## src/rtl/pc_fetch_unit.sv

```systemverilog
// Program counter / fetch sequencer with a writable branch-target LUT.
// Optional define RELATIVE_BRANCH_EN: LUT entries are PC-relative offsets instead of absolute targets.
module pc_fetch_unit #(
    parameter int unsigned PC_W      = 10,
    parameter int unsigned LUT_DEPTH = 16,
    localparam int unsigned IDX_W    = (LUT_DEPTH > 1) ? $clog2(LUT_DEPTH) : 1
) (
    input  logic             CLK,
    input  logic             Reset,
    input  logic             Start,
    input  logic             Stall,
    input  logic             BranchEn,
    input  logic             TakeBranch,
    input  logic             Halt,
    input  logic [IDX_W-1:0] LutIdx,
    input  logic             LutWrEn,
    input  logic [PC_W-1:0]  LutWrData,
    output logic [PC_W-1:0]  ProgCtr,
    output logic             InstValid,
    output logic             Done,
    output logic             BranchTaken
);

    localparam logic [1:0] ST_IDLE = 2'd0;
    localparam logic [1:0] ST_RUN  = 2'd1;
    localparam logic [1:0] ST_DONE = 2'd2;

    logic [1:0]      state;
    logic [1:0]      state_nxt;
    logic [PC_W-1:0] pc_nxt;
    logic            valid_nxt;
    logic            done_nxt;
    logic            taken_nxt;
    logic [PC_W-1:0] branch_target;
    logic            lut_wr;

    logic [PC_W-1:0] lut [LUT_DEPTH];

`ifdef RELATIVE_BRANCH_EN
    assign branch_target = ProgCtr + lut[LutIdx];
`else
    assign branch_target = lut[LutIdx];
`endif

    // The table is frozen while a program runs so targets cannot shift under it.
    assign lut_wr = LutWrEn && (state != ST_RUN);

    always_ff @(posedge CLK) begin
        if (Reset) begin
            lut <= '{default: '0};
        end else if (lut_wr) begin
            lut[LutIdx] <= LutWrData;
        end
    end

    always_ff @(posedge CLK) begin
        if (Reset) begin
            state       <= ST_IDLE;
            ProgCtr     <= '0;
            InstValid   <= 1'b0;
            Done        <= 1'b0;
            BranchTaken <= 1'b0;
        end else begin
            state       <= state_nxt;
            ProgCtr     <= pc_nxt;
            InstValid   <= valid_nxt;
            Done        <= done_nxt;
            BranchTaken <= taken_nxt;
        end
    end

    // Next-state / next-output: Stall > Halt > taken branch > increment while running.
    always_comb begin
        state_nxt = state;
        pc_nxt    = ProgCtr;
        valid_nxt = InstValid;
        done_nxt  = Done;
        taken_nxt = BranchTaken;
        case (state)
            ST_IDLE, ST_DONE: begin
                if (Start) begin
                    state_nxt = ST_RUN;
                    pc_nxt    = '0;
                    valid_nxt = 1'b1;
                    done_nxt  = 1'b0;
                    taken_nxt = 1'b0;
                end
            end
            ST_RUN: begin
                if (!Stall) begin
                    if (Halt) begin
                        state_nxt = ST_DONE;
                        valid_nxt = 1'b0;
                        done_nxt  = 1'b1;
                        taken_nxt = 1'b0;
                    end else if (BranchEn && TakeBranch) begin
                        pc_nxt    = branch_target;
                        taken_nxt = 1'b1;
                    end else begin
                        pc_nxt    = ProgCtr + PC_W'(1);
                        taken_nxt = 1'b0;
                    end
                end
            end
            default: begin
                state_nxt = ST_IDLE;
                pc_nxt    = '0;
                valid_nxt = 1'b0;
                done_nxt  = 1'b0;
                taken_nxt = 1'b0;
            end
        endcase
    end

endmodule

```

## config.mk

```make
export PLATFORM = sky130hd
export DESIGN_NAME = pc_fetch_unit
export DESIGN_NICKNAME = d
export VERILOG_FILES = /design/src/rtl/pc_fetch_unit.sv
export SDC_FILE = /design/constraint.sdc
export NUM_CORES = 1
export LEC_CHECK = 0
export ABC_AREA = 1
export ABC_CLOCK_PERIOD_IN_PS = 1700
export CAP_MARGIN = 20
export CORE_MARGIN = 3
export CORE_UTILIZATION = 45
export DETAILED_ROUTE_END_ITERATION = 16
export GPL_TIMING_DRIVEN = 0
export PLACE_DENSITY_LB_ADDON = 0.2
export SLEW_MARGIN = 20
export SYNTH_ARGS = -nofsm -noshare
export SYNTH_HDL_FRONTEND = slang
export SYNTH_SLANG_ARGS = --single-unit
```

## constraint.sdc

```tcl
create_clock -name CLK -period 1.7 [get_ports CLK]
set_input_delay 0.255 -clock CLK [delete_from_list [all_inputs] [get_ports CLK]]
set_output_delay 0.255 -clock CLK [all_outputs]
set_load 0.05 [all_outputs]
```

==> results by group <==
Outcome
  – Run status: finished, final reports clean

Place
  – Number of input and output port buffers inserted: 33
  – Post-DP Area: ~8500 µm²
  – Estimated wirelength of the detail-placed design: 17,700 µm
  – GPL Wtd Cong: 0.954

Routing
  – Overall routed net length: 26,400 µm
  – Average wire per cell in the routed design: 18.1 µm
  – Number of search-and-repair iterations in the first detailed-routing pass: 7
  – Vias per cell: between 5 and 6
  – Final ANT Viol Nets: 0
  – DRC violation count after routing: 0
  – Number of DRC markers in iteration 0: between 900 and 1k
  – DR vias: 7,900

Logic synthesis
  – Post-synthesis instance total: 1,161
  – Fraction of synthesized cell area taken by the top area cell type: between 40% and 50%
  – Library cells used by synthesis: 31
  – Most area-consuming cells after synthesis: sky130_fd_sc_hd__dfxtp_1 44%, sky130_fd_sc_hd__nor2_1 14%, sky130_fd_sc_hd__o21ai_0 13%, sky130_fd_sc_hd__nand2_1 11%, sky130_fd_sc_hd__inv_1 2.9%
  – Number of flip-flops and latches in the synthesized netlist: 174
  – Number of warnings printed during yosys synthesis: 0
  – Number of nets in the synthesized netlist: 1,184
  – Sequential cell area fraction in the yosys report: 44.4%
  – Synth Area per Inst: 6.76 µm²
  – Post-synth design cell area: 7850 µm²
  – Library cell occupying the most area in the post-synthesis netlist: sky130_fd_sc_hd__dfxtp_1

Timing
  – Highest clock rate: ~0.6 GHz
  – Hold Violations, Final: 0
  – Max transition margin: 39.2%
  – Setup repair after global routing missed its margin: yes
  – Final clock period utilization by the worst path: 98.3%
  – Final min period: 1.67 ns
  – Sum of negative setup slack: 0 ns
  – Worst slew pin tran: 0.913 ns
  – Max-slew violations: 0
  – Clock Skews: around 0.0057 ns
  – Number of setup violations in the final report: 0
  – Hold slack: about 0.40 ns

Critical path
  – Arrival time of the worst setup path: 1.42 ns
  – Critical path origin: ProgCtr[6]
  – Number of buffer and inverter stages on the critical path: 1
  – Cells along the critical path: dlygate4sd2_1
  – Critical path start-end classification: reg2out
  – Data required time at the worst endpoint: about 1.4 ns
  – Cell family contributing the most delay on the critical path: buffers and inverters
  – R2r startpoint: state[0]
  – Largest fanout on the critical path: 5
  – Critical path startpoint category: flip-flop
  – CP peak stage delay: between 0.5 and 0.6 ns
  – Endpoint type of the worst setup path: output pin
  – Cell with the biggest individual delay on the critical path: sky130_fd_sc_hd__dlygate4sd2_1

Final layout
  – Diode count: 0
  – Total non-filler cell area in the finished layout: around 9200 µm²
  – Commonest non-fill, non-tap cells in the layout: 283 x sky130_fd_sc_hd__nor2_1, 238 x sky130_fd_sc_hd__nand2_1, 202 x sky130_fd_sc_hd__o21ai_0
  – Net count of the finished layout: 1,253
  – Area grow syn2layout: 17.6%
  – Leading cell type in the layout, fill and taps excluded: sky130_fd_sc_hd__nor2_1
  – Share of final-layout standard cells stronger than drive strength 1: between 10% and 20%

Global route
  – Via count of the first global-routing pass: just over 7k
  – Initial antenna violation count: 0
  – Pin count of the biggest net entering global routing: 17
  – Global route overflow: 0
  – Overall track demand over capacity in global routing: 26.6%
  – First-pass GRT wire length: 39,800 µm

Floorplanning
  – Placement row count: 47
  – Number of ports placed on the die boundary: 35
  – Die Y-Extent: 138 µm
  – Area of the die: 19,100 µm²
  – Initial core utilization: 46.7%
  – Die width: 138 µm
  – Core Region: 16,800 µm²

Run
  – Max-cap violations: 0

Clock network
  – Htree depth: 4
  – Clock-pin transition on the worst setup and hold timing paths: around 0.060 ns
  – Number of buffers added to fix hold violations after cts: 0
  – Number of buffers added by the clock tree synthesis step: 17
  – Deepest clock path buffer count: 2
  – TritonCTS clock tree: yes
  – Root Buffer Master: sky130_fd_sc_hd__clkbuf_16
  – TritonCTS sink count: 174
  – Latest clock arrival within the worst-skew pair: 0.44 ns

Power and ir drop
  – Power, Total: 8.84 mW
  – VDD IR max: 0.000736 V
  – Power density over the cells: 956 nW/µm²
  – Leakage power: between 4 and 5 nW

Worst hold path
  – Beginning of the worst hold path: LutIdx[1]
  – Class of the tightest hold or removal check: in2reg
## where the power goes
group	switching (mW)	internal (mW)	total, mW
sequential	0.0536	4.18	4.24
combinational	0.662	0.262	0.924
clock	1.61	2.07	3.67
total	2.32	6.51	8.84
## final cells by class
type,instances,area [µm²]
Sequential cell,174,3490
Tap cell,220,275
Multi-Input combinational cell,847,3840
Clock buffer,23,468
Clock inverter,6,63.8
Inverter,75,288
Buffer,65,372
Timing Repair Buffer,50,443
Fill cell,1734,7580
## final timing paths
check / end / slack (ns) / depth (start not counted)
worst max register to register: lut[95] / 0.03 / 10
worst min register to register: lut[102] / 0.45 / 2
worst min-delay path: lut[89] / 0.40 / 5
worst max-delay path: ProgCtr[6] / 0.03 / 1
## kinds of logic after synthesis
logic type	count (synthesis)	share of synthesized area, %
flops	174	44.4
buf+inv	140	7.73
compound gates	274	18.0
fa+ha+maj	1	0.159
simple gates	568	29.3
xor+xnor	4	0.446
## synthesized netlist by cell type
master and number:
sky130_fd_sc_hd__nor2_4 5, sky130_fd_sc_hd__buf_4 4, sky130_fd_sc_hd__inv_1 61, sky130_fd_sc_hd__o21ai_2 1
sky130_fd_sc_hd__nor2_2 8, sky130_fd_sc_hd__nand2_2 3, sky130_fd_sc_hd__nand2_4 1, sky130_fd_sc_hd__a22oi_1 14
sky130_fd_sc_hd__buf_6 5, sky130_fd_sc_hd__o21bai_1 1, sky130_fd_sc_hd__inv_4 2, sky130_fd_sc_hd__nand4_1 7
sky130_fd_sc_hd__xor2_1 2, sky130_fd_sc_hd__nor3_4 1, sky130_fd_sc_hd__nor2_1 285, sky130_fd_sc_hd__nor3_1 2
sky130_fd_sc_hd__a21oi_1 44, sky130_fd_sc_hd__buf_1 1, sky130_fd_sc_hd__clkinv_1 6, sky130_fd_sc_hd__inv_2 6
sky130_fd_sc_hd__xnor2_1 2, sky130_fd_sc_hd__o21ai_1 10, sky130_fd_sc_hd__nand2_8 2, sky130_fd_sc_hd__nand3_1 14
sky130_fd_sc_hd__buf_2 19, sky130_fd_sc_hd__nor2_8 1, sky130_fd_sc_hd__clkbuf_1 36, sky130_fd_sc_hd__ha_1 1
sky130_fd_sc_hd__dfxtp_1 174, sky130_fd_sc_hd__o21ai_0 204, sky130_fd_sc_hd__nand2_1 239
## what timing repair did
action                                  CTS  global route
gates resized for setup                  30            52
endpoints found under the setup margin  125           162
setup buffers                             4            13
pin swaps                                 1            11
## registers in the layout (all words and copies together) (netlist names)
| name | count |
|---|---|
| BranchTaken | 1 |
| Done | 1 |
| InstValid | 1 |
| ProgCtr | 10 |
| lut | 160 |
| state | 1 |
## through the flow
stage	utilization, %	cells	worst slack, ns
floorplan	-	1161	0.00255
global placement	50.3	1414	-0.754
detailed placement	50.3	1414	-0.768
CTS	53.9	1447	-0.0330
global route	54.9	1460	-0.0261
finish	54.9	1460	0.0288
## metal layers
layer / up-vias / GRT usage, % / part of all wire [%] / routed length (µm)
met2: 363 / 42.3 / 45 / 11700
met1: 3625 / 36.5 / 43 / 11300
li1: 3849 / - / - / -
met4: 0 / 9.10 / 3.4 / 904
met3: 63 / 5.21 / 9.3 / 2450
met5: - / 0 / 0 / 0
## worst min-delay path: cells and delay by family
| family | cells | cell delay [ns] |
|---|---|---|
| and+or+nand+nor | 3 | 0.24 |
| AOI/OAI and AO/OA | 1 | 0.15 |
| buffers and inverters | 1 | 0.14 |
(Power assumes the default switching activity.)
